File: config.mk
export PLATFORM = sky130hd
export DESIGN_NAME = logic_op_pipe
export DESIGN_NICKNAME = d
export VERILOG_FILES = /design/src/rtl/logic_op_pkg.sv /design/src/rtl/logic_op_fifo2.sv /design/src/rtl/logic_op_pipe.sv
export SDC_FILE = /design/constraint.sdc
export NUM_CORES = 1
export LEC_CHECK = 0
export CAP_MARGIN = 30
export CORE_MARGIN = 2
export CORE_UTILIZATION = 38
export DETAILED_ROUTE_END_ITERATION = 8
export DONT_BUFFER_PORTS = 1
export SLEW_MARGIN = 5
export SYNTH_ARGS = -nofsm -noshare
export SYNTH_HDL_FRONTEND = slang
export SYNTH_SLANG_ARGS = --single-unit
File: constraint.sdc
create_clock -name clk -period 1.8 [get_ports clk]
set_input_delay 0.36 -clock clk [delete_from_list [all_inputs] [get_ports clk]]
set_output_delay 0.36 -clock clk [all_outputs]
set_load 0.02 [all_outputs]
File: src/rtl/logic_op_pkg.sv
// logic_op_pkg: op_e opcode enum, fill_e buffer occupancy states, apply_op(a,b,op) per-bit AND/OR/XOR/NAND helper
package logic_op_pkg;
  typedef enum logic [1:0] {OP_AND, OP_OR, OP_XOR, OP_NAND} op_e;
  typedef enum logic [1:0] {EMPTY, ONE, FULL} fill_e;
  function automatic logic apply_op(input logic a, input logic b, input op_e op);
    return op == OP_AND ? a & b : op == OP_OR ? a | b : op == OP_XOR ? a ^ b : ~(a & b);
  endfunction
endpackage

File: src/rtl/logic_op_fifo2.sv
// logic_op_fifo2: 2-entry valid/ready buffer; ports clk, rst_n (async low), in_valid/in_ready/in_data (in_ready registered from next fill), out_valid/out_ready/out_data (head entry)
module logic_op_fifo2
  import logic_op_pkg::*;
#(
  parameter int DW = 5
) (
  input  logic          clk,
  input  logic          rst_n,
  input  logic          in_valid,
  output logic          in_ready,
  input  logic [DW-1:0] in_data,
  output logic          out_valid,
  input  logic          out_ready,
  output logic [DW-1:0] out_data
);
  logic [DW-1:0] mem [2];
  logic          rd_ptr, wr_ptr, push, pop;
  fill_e         fill, fill_nx;
  assign push      = in_valid && in_ready;
  assign pop       = out_valid && out_ready;
  assign out_valid = fill != EMPTY;
  assign out_data  = mem[rd_ptr];
  always_comb begin
    fill_nx = fill;
    fill_nx = push && !pop ? (fill == EMPTY ? ONE : FULL) :
              pop && !push ? (fill == FULL ? ONE : EMPTY) : fill;
  end
  always_ff @(posedge clk or negedge rst_n) begin
    if (!rst_n) begin
      mem[0]   <= '0;
      mem[1]   <= '0;
      rd_ptr   <= 1'b0;
      wr_ptr   <= 1'b0;
      fill     <= EMPTY;
      in_ready <= 1'b1;
    end else begin
      if (push) begin
        mem[wr_ptr] <= in_data;
        wr_ptr      <= ~wr_ptr;
      end
      if (pop) rd_ptr <= ~rd_ptr;
      fill     <= fill_nx;
      in_ready <= fill_nx != FULL;
    end
  end
endmodule

File: src/rtl/logic_op_pipe.sv
// logic_op_pipe: registered bitwise AND/OR/XOR/NAND unit; ports clk, rst_n (async low), in_valid/in_ready/in_a/in_b/in_op, out_valid/out_ready/out_y/out_zero, txn_count (pop counter, only with LOGIC_OP_CNT_EN)
module logic_op_pipe
  import logic_op_pkg::*;
#(
  parameter int WIDTH = 4,
  parameter int CNT_W = 16
) (
  input  logic             clk,
  input  logic             rst_n,
  input  logic             in_valid,
  output logic             in_ready,
  input  logic [WIDTH-1:0] in_a,
  input  logic [WIDTH-1:0] in_b,
  input  logic [1:0]       in_op,
  output logic             out_valid,
  input  logic             out_ready,
  output logic [WIDTH-1:0] out_y,
  output logic             out_zero
`ifdef LOGIC_OP_CNT_EN
  ,
  output logic [CNT_W-1:0] txn_count
`endif
);
  logic [WIDTH-1:0] y;
  logic [WIDTH:0]   out_data;
  for (genvar i = 0; i < WIDTH; i++) begin : g_op
    assign y[i] = apply_op(in_a[i], in_b[i], op_e'(in_op));
  end
  logic_op_fifo2 #(.DW(WIDTH + 1)) u_fifo (
    .clk      (clk),
    .rst_n    (rst_n),
    .in_valid (in_valid),
    .in_ready (in_ready),
    .in_data  ({y, ~|y}),
    .out_valid(out_valid),
    .out_ready(out_ready),
    .out_data (out_data)
  );
  assign out_y    = out_data[WIDTH:1];
  assign out_zero = out_data[0];
`ifdef LOGIC_OP_CNT_EN
  always_ff @(posedge clk or negedge rst_n) begin
    if (!rst_n) txn_count <= '0;
    else if (out_valid && out_ready) txn_count <= txn_count + CNT_W'(1);
  end
`endif
endmodule

==> reports/results.txt, run 1 <==
Max Fanout on Critical Path - 6
Netlist cell types - 29
CTS Hold Buffers Added - 1
Antenna Cells - 0
measured slew at the worst slew-check pin - 0.671 ns
max-cap viol count - 0
outcome - completed
setup TNS - 0 ns
PwrDens - 1310 nW/µm²
crit share post-route - 0.870
Fin Hold WS - 0.233 ns
CTS H-Tree Depth - 1
Core ar. - 2430 µm²
ANT nets after route - 0
Max Root-Sink Buffers - 2
Peak VDD IR - 569 µV
slowest CP cell - dfrtp_1
sum of buffers and inverters on the critical path - 0
clk_skew - 0.00614 ns
top post-synthesis cells by area - dfrtp_1, ha_1, nand2_1
multi-input combinational cell area - 518 µm²
synth warn - 0
Req. time, crit path - 1.44 ns
fillers - 247
most area-hungry cell type in the Yosys netlist - dfrtp_1
Area Growth Syn to Fin - 6.15%
NumNets Final - 129
Die X - 54.2 µm
Syn Inst Count - 104
P_leak - 0.486 nW
DP Area - 977 µm²
ratio of cells with drive above 1 in the final layout - 0.160
cts repair resizes - 0
pre-CTS setup slack - 0.0555 ns
unrepaired setup endpoints after global routing - false
total CTS buffers - 3
Post-DP HPWL - 1290 µm
die height - 54.2 µm
placer congestion estimate - 0.686
crit-path cells - mux2_2
clk slew on worst S/H paths - 0.08 ns
Max-Slew Margin vs Limit - 0.551
CP Class - flip-flop to primary output
Initial Utilization - 0.393
Mapped Area - 956 µm²
Final Power - 1.33 mW
worst min path class - input port to flip-flop
Setup WS post-layout - 0.235 ns
Skew-Pair Late Insertion Delay - 0.28 ns
CTS tree - done
drc violations - 0
initial DRC count - 8
first-pass GRT wire length - 2670 µm
register cell area after layout - 377 µm²
Tmin final - 1.57 ns
Global Route Usage Sum - 0.126
final wirelength - 1620 µm
top cell family by delay on the critical path - flip-flops
Clock Tree Root - clkbuf_4
synthesized area per cell - 9.19 µm²
#FFs+latches synth - 15
largest net degree at the start of global routing - 16
vias per cell - 5.10
die area - 2930 µm²
maximum clock rate - 639 MHz
Synth top area share - 0.366
Pins Over Slew Limit - 0
routed len/inst - 11.9 µm
Syn Nets - 126
Worst EP arrival - 1.21 ns
Design Area, Final - 1010 µm²
Post-CTS Setup Inserts - 0
Congestion Overflow GR - 0
sequential element share of the synthesized area - 0.394
CP max stage delay - 0.49 ns
CP startpoint kind - flip-flop
drt first pass iters - 4
Rows - 18
Sink Count - 15
number of global-route vias before repair - 640
Final Hold Violating Endpoints - 0
Setup-failing EPs final - 0
IO Pins - 21
IO Port Bufs - 0
via count - 693
CP Capture Type - primary output
initial antenna violation count - 0
## cell families after synthesis
logic type / share of synthesized area
compound gates: 0.223
simple gates: 0.147
flops: 0.394
xor+xnor: 0.00916
buf+inv: 0.0641
fa+ha+maj: 0.105
mux: 0.0589
## final timing paths
path	endpoint	slack, ns	from	depth (start not counted)
min in group asynchronous	u_fifo.mem[2]$_DFFE_PN0P_	0.55	rst_n	1
min reg2reg	u_fifo.mem[7]$_DFFE_PN0P_	0.48	u_fifo.mem[7]$_DFFE_PN0P_	2
min	u_fifo.rd_ptr$_DFFE_PN0N_	0.23	out_ready	2
max reg2reg	u_fifo.mem[5]$_DFFE_PN0P_	0.29	u_fifo.in_ready$_DFF_PN1_	3
max	out_y[1]	0.23	u_fifo.rd_ptr$_DFFE_PN0N_	1
max in group asynchronous	u_fifo.rd_ptr$_DFFE_PN0N_	0.82	rst_n	1
## where the power goes
part / internal [mW] / switching (mW)
combinational: 0.215 / 0.315
clock: 0.0823 / 0.106
sequential: 0.494 / 0.119
## state kept, by name, indices dropped and copies added, names as in the netlist
name,count
u_fifo.mem,10
u_fifo.fill,2
u_fifo.in_ready,1
u_fifo.rd_ptr,1
u_fifo.wr_ptr,1
## cells in the final DEF, fill, tap and decap left out, types with 2 or more instances in the layout
cell,n
nand2_1,19
dfrtp_1,14
inv_1,10
o21ai_0,10
ha_1,8
mux2_2,5
nor2_1,5
nand2b_1,3
a21oi_1,3
clkbuf_4,3
or2_2,2
a31oi_1,2
o22a_1,2
a211oi_1,2
o22ai_1,2
o41ai_2,2
## routing by layer
metal / global-route usage / wire length (µm) / part of all wire / vias up
met3: 0.0194 / 60 / 0.037 / 2
met1: 0.162 / 738 / 0.45 / 319
li1: - / - / - / 361
met4: 0.0500 / 8 / 0.0049 / 0
met5: 0 / 0 / 0 / -
met2: 0.209 / 816 / 0.50 / 11
## final cells by class
class / count / share of cell area
multi-input combinational: 75 / 0.510
sequential: 15 / 0.371
inverter: 10 / 0.0370
tap: 30 / 0.0370
clock buffer: 3 / 0.0222
timing repair buffer: 2 / 0.0173
clock inverter: 1 / 0.00493
## metrics by stage
step / utilization / instances
6_report: 0.417 / 136
5_1_grt: 0.417 / 136
3_3_place_gp: 0.402 / 131
3_5_place_dp: 0.402 / 131
2_1_floorplan: - / 104
4_1_cts: 0.417 / 136
## cells in the mapped netlist (all sizes together)
cell type / number
nand3b: 1
o41ai: 2
inv: 10
a21boi: 1
o211a: 1
ha: 8
o21a: 1
nand2b: 3
o21ai: 10
a211oi: 3
nor2: 5
buf: 2
a31oi: 2
o22a: 2
nand2: 19
a2111o: 1
xnor2: 1
a21oi: 4
nand3: 1
nor2b: 1
mux2: 5
or2: 2
clkbuf: 2
dfstp: 1
dfrtp: 14
o22ai: 2
(Power assumes the default switching activity.)
==> run 2: changes to the inputs <==
--- a/config.mk
+++ b/config.mk
@@ -5,6 +5,7 @@
 export SDC_FILE = /design/constraint.sdc
 export NUM_CORES = 1
 export LEC_CHECK = 0
+export ABC_AREA = 1
 export CAP_MARGIN = 30
 export CORE_MARGIN = 2
 export CORE_UTILIZATION = 38
==> run 2 against run 1 <==
Net effect: count of clock-buffer cells in the layout unchanged; setup slack about the same; register-to-register slack improved by 0.17 ns; clock power is 4% higher; combinational power rose by 12%; design area up 4.7%; non-clock buffer count fell by 1; synthesized area rose by 4.8%; synthesized cell count grew 30%; global-route usage is 0.60 points higher; critical endpoint is now out_y[3].
==> reports/results.txt, run 2 <==
Mapped Area - 1000 µm²
Pins Over Slew Limit - 0
top cell family by delay on the critical path - flip-flops
maximum clock rate - 639 MHz
Min-Delay Path Depth - 2
max-cap viol count - 0
most frequent cells in the layout - nand2_1, inv_1, dfrtp_1
Max Root-Sink Buffers - 2
Sink Count - 15
via count - 778
first-pass GRT wire length - 3260 µm
worst reg-to-reg setup slack - 0.46 ns
outcome - completed
crit-path cells - o21ai_1
P_leak - 0.586 nW
number of global-route vias before repair - 732
pre-CTS setup slack - 0.474 ns
Max-Slew Margin vs Limit - 0.548
Post-CTS Setup Inserts - 0
Synth top area share - 0.350
Initial Utilization - 0.405
sequential element share of the synthesized area - 0.376
Top Registers - u_fifo.mem: 10 flops, u_fifo.fill: 2 flops
Setup-failing EPs final - 0
clk slew on worst S/H paths - 0.10 ns
ANT nets after route - 0
drc violations - 0
Antenna Cells - 0
Final Hold Violating Endpoints - 0
Peak VDD IR - 618 µV
Worst EP arrival - 1.21 ns
clk_skew - 0.00586 ns
IO Pins - 21
Max Used Layer - met4
Area Growth Syn to Fin - 5.99%
IO Port Bufs - 0
#FFs+latches synth - 15
Clock Tree Root - clkbuf_4
Req. time, crit path - 1.44 ns
Congestion Overflow GR - 0
Netlist cell types - 22
Biggest register - u_fifo.mem
initial DRC count - 21
sum of buffers and inverters on the critical path - 0
Tmin final - 1.57 ns
most frequent cell after synthesis - nand2_1
initial antenna violation count - 0
worst r2r path cells - 6
Max Fanout on Critical Path - 9
max reg flops - 10
WL met2 - 858 µm
Post-synth top cells - nand2_1, inv_1, dfrtp_1
vias per cell - 4.63
Setup WS post-layout - 0.235 ns
slowest CP cell - dfrtp_1
Post-DP HPWL - 1440 µm
die area - 3060 µm²
M1 WL - 894 µm
Skew-Pair Late Insertion Delay - 0.28 ns
crit share post-route - 0.869
Rows - 18
routed len/inst - 11.1 µm
worst min path class - input port to flip-flop
Top FF cell, synth - dfrtp_1
Die X - 55.4 µm
setup TNS - 0 ns
Syn Nets - 157
CTS Hold Buffers Added - 1
CP Class - flip-flop to primary output
Post-synth ARST share - 1.00
placer congestion estimate - 0.849
number of cells on the critical path - 1
top post-synthesis cells by area - dfrtp_1, nand2_1, ha_1
synthesized area per cell - 7.42 µm²
largest net degree at the start of global routing - 16
die height - 55.4 µm
PwrDens - 1320 nW/µm²
met3 wire length - 85 µm
NumNets Final - 161
synth warn - 0
total CTS buffers - 3
CP max stage delay - 0.50 ns
CTS tree - done
number of flops mapped to enable cells by yosys - 0
final wirelength - 1860 µm
ratio of cells with drive above 1 in the final layout - 0.188
most common cell after layout, fill and taps aside - nand2_1
CTS H-Tree Depth - 1
cts repair resizes - 0
most area-hungry cell type in the Yosys netlist - dfrtp_1
Core ar. - 2480 µm²
unrepaired setup endpoints after global routing - false
CP Capture Type - primary output
measured slew at the worst slew-check pin - 0.675 ns
Syn Inst Count - 135
drt first pass iters - 6
CP startpoint kind - flip-flop
Global Route Usage Sum - 0.132
## run 2: cell count changes after synthesis, moves of 3 or more
cell,before,now
a21oi_1,3,0
nor2_2,0,4
nand2_2,0,7
o21ai_1,0,8
o21ai_0,10,3
nand2b_1,3,0
inv_1,10,19
mux2_2,5,0
nand3_2,0,3
inv_2,0,5
nand2_1,19,45
nand3_1,1,8
nor2_1,5,1
## run 2: report_power, final
| part | total, mW | switching [mW] | internal (mW) | leakage, nW |
|---|---|---|---|---|
| clock | 0.195 | 0.113 | 0.0824 | 0.0177 |
| sequential | 0.611 | 0.116 | 0.495 | 0.184 |
| combinational | 0.595 | 0.408 | 0.187 | 0.385 |
| total | 1.40 | 0.637 | 0.764 | 0.586 |
## run 2: layout make-up
type                       count  area [µm²]
clock buffer                   3        22.5
clock inverter                 1        5.00
fill                         266        1420
inverter                      25        93.8
multi-input combinational     93         517
sequential                    15         377
tap                           30        37.5
timing repair buffer           1        10.0
## run 2: cells by family (layout without fill, tap and decap cells)
logic type	Yosys count	count (layout)	synth area share
and+or+nand+nor	70	70	0.328
buffers and inverters	27	30	0.109
DFF	15	15	0.376
AOI/OAI and AO/OA	13	13	0.0699
adders and majority gates	8	8	0.0999
xor gates and xnor gates	2	2	0.0175
## run 2: path summary, 6_finish.rpt
check / start / end
max in group asynchronous: rst_n / u_fifo.mem[6]$_DFFE_PN0P_
worst min-delay path: out_ready / u_fifo.rd_ptr$_DFFE_PN0N_
worst min register to register: u_fifo.mem[3]$_DFFE_PN0P_ / u_fifo.mem[3]$_DFFE_PN0P_
worst max register to register: u_fifo.fill[0]$_DFF_PN0_ / u_fifo.fill[0]$_DFF_PN0_
min in group asynchronous: rst_n / u_fifo.mem[7]$_DFFE_PN0P_
worst max-delay path: u_fifo.rd_ptr$_DFFE_PN0N_ / out_y[3]
## run 2: routing by layer
layer  global-route usage  vias to the layer above
li1                     -                      419
met3               0.0258                        2
met4               0.0627                        0
met5                    0                        -
met2                0.202                       18
met1                0.177                      339
## run 2: per-stage QoR
step / instance area (µm²) / std cells / utilization / total power, mW / hold slack [ns]
after CTS: 1060 / 168 / 0.429 / 1.42 / 0.234
after detailed placement: 1020 / 163 / 0.414 / 1.21 / 0.0647
after global placement: 1020 / 163 / 0.414 / 1.19 / 0.0648
final: 1060 / 168 / 0.429 / 1.40 / 0.241
after floorplan: 1000 / 135 / - / 1.11 / 0.0644
after global routing: 1060 / 168 / 0.429 / 1.53 / 0.230
==> run 3: changes to the inputs <==
==> constraint.sdc (replaced) <==
create_clock -name clk -period 1.5 [get_ports clk]
set_input_delay 0.3 -clock clk [delete_from_list [all_inputs] [get_ports clk]]
set_output_delay 0.3 -clock clk [all_outputs]
set_load 0.02 [all_outputs]
==> run 3 against run 2 <==
Net effect: wire length down 5.8%; count of clock-buffer cells in the layout unchanged; clock power up 19%; utilization grew 0.81 points; global-route usage is 0.44 points lower; die area stayed put; design area up 1.9%; final cell count is 0.60% higher; via count increased by 3.0%; clock skew barely moved; first-iteration DRC count decreased by 9.5%; register-to-register slack got worse by 0.27 ns; largest cell class unchanged; largest power group is now combinational logic; highest routed layer unchanged.
==> reports/results.txt, run 3 (synthesis gave the netlist of run 2 again) <==
Fin Hold WS - 0.175 ns
crit-path cells - or2_1 > buf_4
Initial Utilization - 0.405
ANT nets after route - 0
Design Area, Final - 1080 µm²
initial antenna violation count - 0
Power Internal - 0.952 mW
Max Root-Sink Buffers - 2
Worst EP arrival - 1.14 ns
max-cap viol count - 0
IO Pins - 21
total CTS buffers - 3
Top Registers - u_fifo.mem: 10 flops, u_fifo.fill: 2 flops
Rows - 18
Pins Over Slew Limit - 0
first-pass GRT wire length - 3150 µm
utilization after layout - 0.437
max reg flops - 10
drc violations - 0
IO Port Bufs - 0
Antenna Cells - 0
worst reg-to-reg setup slack - 0.19 ns
CTS tree - done
DP Area - 1030 µm²
clk_skew - 0.00599 ns
CP max stage delay - 0.41 ns
Post-CTS Setup Inserts - 0
P_leak - 0.594 nW
final wirelength - 1750 µm
clk slew on worst S/H paths - 0.09 ns
Global Route Usage Sum - 0.127
P_sw - 0.774 mW
die height - 55.4 µm
crit share post-route - 0.957
CP Capture Type - primary output
measured slew at the worst slew-check pin - 0.674 ns
top cell family by delay on the critical path - flip-flops
CTS H-Tree Depth - 1
Skew-Pair Late Insertion Delay - 0.28 ns
maximum clock rate - 697 MHz
worst min path class - input port to flip-flop
setup TNS - 0 ns
Final Hold Violating Endpoints - 0
number of global-route vias before repair - 760
Peak VDD IR - 912 µV
Die X - 55.4 µm
fillers - 254
placer congestion estimate - 0.780
drt first pass iters - 3
Area Growth Syn to Fin - 7.99%
sum of buffers and inverters on the critical path - 1
PwrDens - 1590 nW/µm²
vias per cell - 4.74
initial DRC count - 19
Clock Tree Root - clkbuf_4
outcome - completed
sequential share of power - 0.431
most frequent cells in the layout - nand2_1, inv_1, dfrtp_1
Congestion Overflow GR - 0
via count - 801
switch share - 0.448
Clk pwr share - 0.134
largest net degree at the start of global routing - 16
unrepaired setup endpoints after global routing - false
Core ar. - 2480 µm²
CP Class - flip-flop to primary output
slowest CP cell - dfrtp_1
Biggest register - u_fifo.mem
Post-DP HPWL - 1400 µm
Max Fanout on Critical Path - 3
Req. time, crit path - 1.20 ns
Max-Slew Margin vs Limit - 0.549
combinational power share - 0.434
routed len/inst - 10.3 µm
most common cell after layout, fill and taps aside - nand2_1
Tmin final - 1.44 ns
Setup-failing EPs final - 0
CP startpoint kind - flip-flop
ratio of cells with drive above 1 in the final layout - 0.223
Sink Count - 15
die area - 3060 µm²
NumNets Final - 162
run 3: cell count changes in the layout (fill, tap and decap cells not counted), sizes merged:
| cell | previous run | this run |
|---|---|---|
| buf | 0 | 1 |
run 3: timing repair:
action                     4_1_cts  5_1_grt
hold buffers                     1        0
gates resized for setup          1        3
setup endpoints to repair        3        4
hold endpoints to repair        15        0
run 3: power by group through the flow:
stage | Clock [mW] | Combinational, mW | Sequential, mW
floorplan | 0 | 0.649 | 0.685
global placement | 0 | 0.714 | 0.737
detailed placement | 0 | 0.723 | 0.742
CTS | 0.240 | 0.745 | 0.736
global route | 0.260 | 0.853 | 0.767
finish | 0.232 | 0.750 | 0.745
run 3: layer usage:
layer | up-vias | share of wire | global-route usage
met5 | - | 0 | 0
met2 | 12 | 0.49 | 0.206
met1 | 369 | 0.46 | 0.160
met3 | 4 | 0.030 | 0.0211
li1 | 416 | - | -
met4 | 0 | 0.020 | 0.0732
run 3: final cells by class:
class,count,area [µm²],share of cell area
Tap cell,30,37.5,0.0347
Inverter,25,93.8,0.0867
Timing Repair Buffer,2,17.5,0.0162
Clock inverter,1,5.00,0.00462
Clock buffer,3,22.5,0.0208
Sequential cell,15,378,0.349
Multi-Input combinational cell,93,528,0.488
run 3: worst register-to-register path, cell delays in order, from the launching register on:
cell and delay (ns):
dfstp_2 0.61, nand2_2 0.11, inv_2 0.08, nand2_1 0.15, inv_1 0.16, nand3_1 0.09
nand2_1 0.06
run 3: final timing paths:
| kind | startpoint | depth (start not counted) | endpoint |
|---|---|---|---|
| max in group asynchronous | rst_n | 1 | u_fifo.rd_ptr$_DFFE_PN0N_ |
| min in group asynchronous | rst_n | 1 | u_fifo.mem[0]$_DFFE_PN0P_ |
| hold / removal | out_ready | 2 | u_fifo.rd_ptr$_DFFE_PN0N_ |
| hold reg to reg | u_fifo.mem[2]$_DFFE_PN0P_ | 2 | u_fifo.mem[2]$_DFFE_PN0P_ |
| setup / recovery | u_fifo.fill[0]$_DFF_PN0_ | 2 | out_valid |
| setup reg to reg | u_fifo.in_ready$_DFF_PN1_ | 6 | u_fifo.mem[0]$_DFFE_PN0P_ |
run 3: metrics by stage:
stage | cells | power, mW | worst slack (ns)
2_1_floorplan | 135 | 1.33 | 0.269
3_3_place_gp | 164 | 1.45 | 0.175
3_5_place_dp | 164 | 1.46 | 0.192
4_1_cts | 169 | 1.72 | -0.0172
5_1_grt | 169 | 1.88 | 0.00826
6_report | 169 | 1.73 | 0.0644
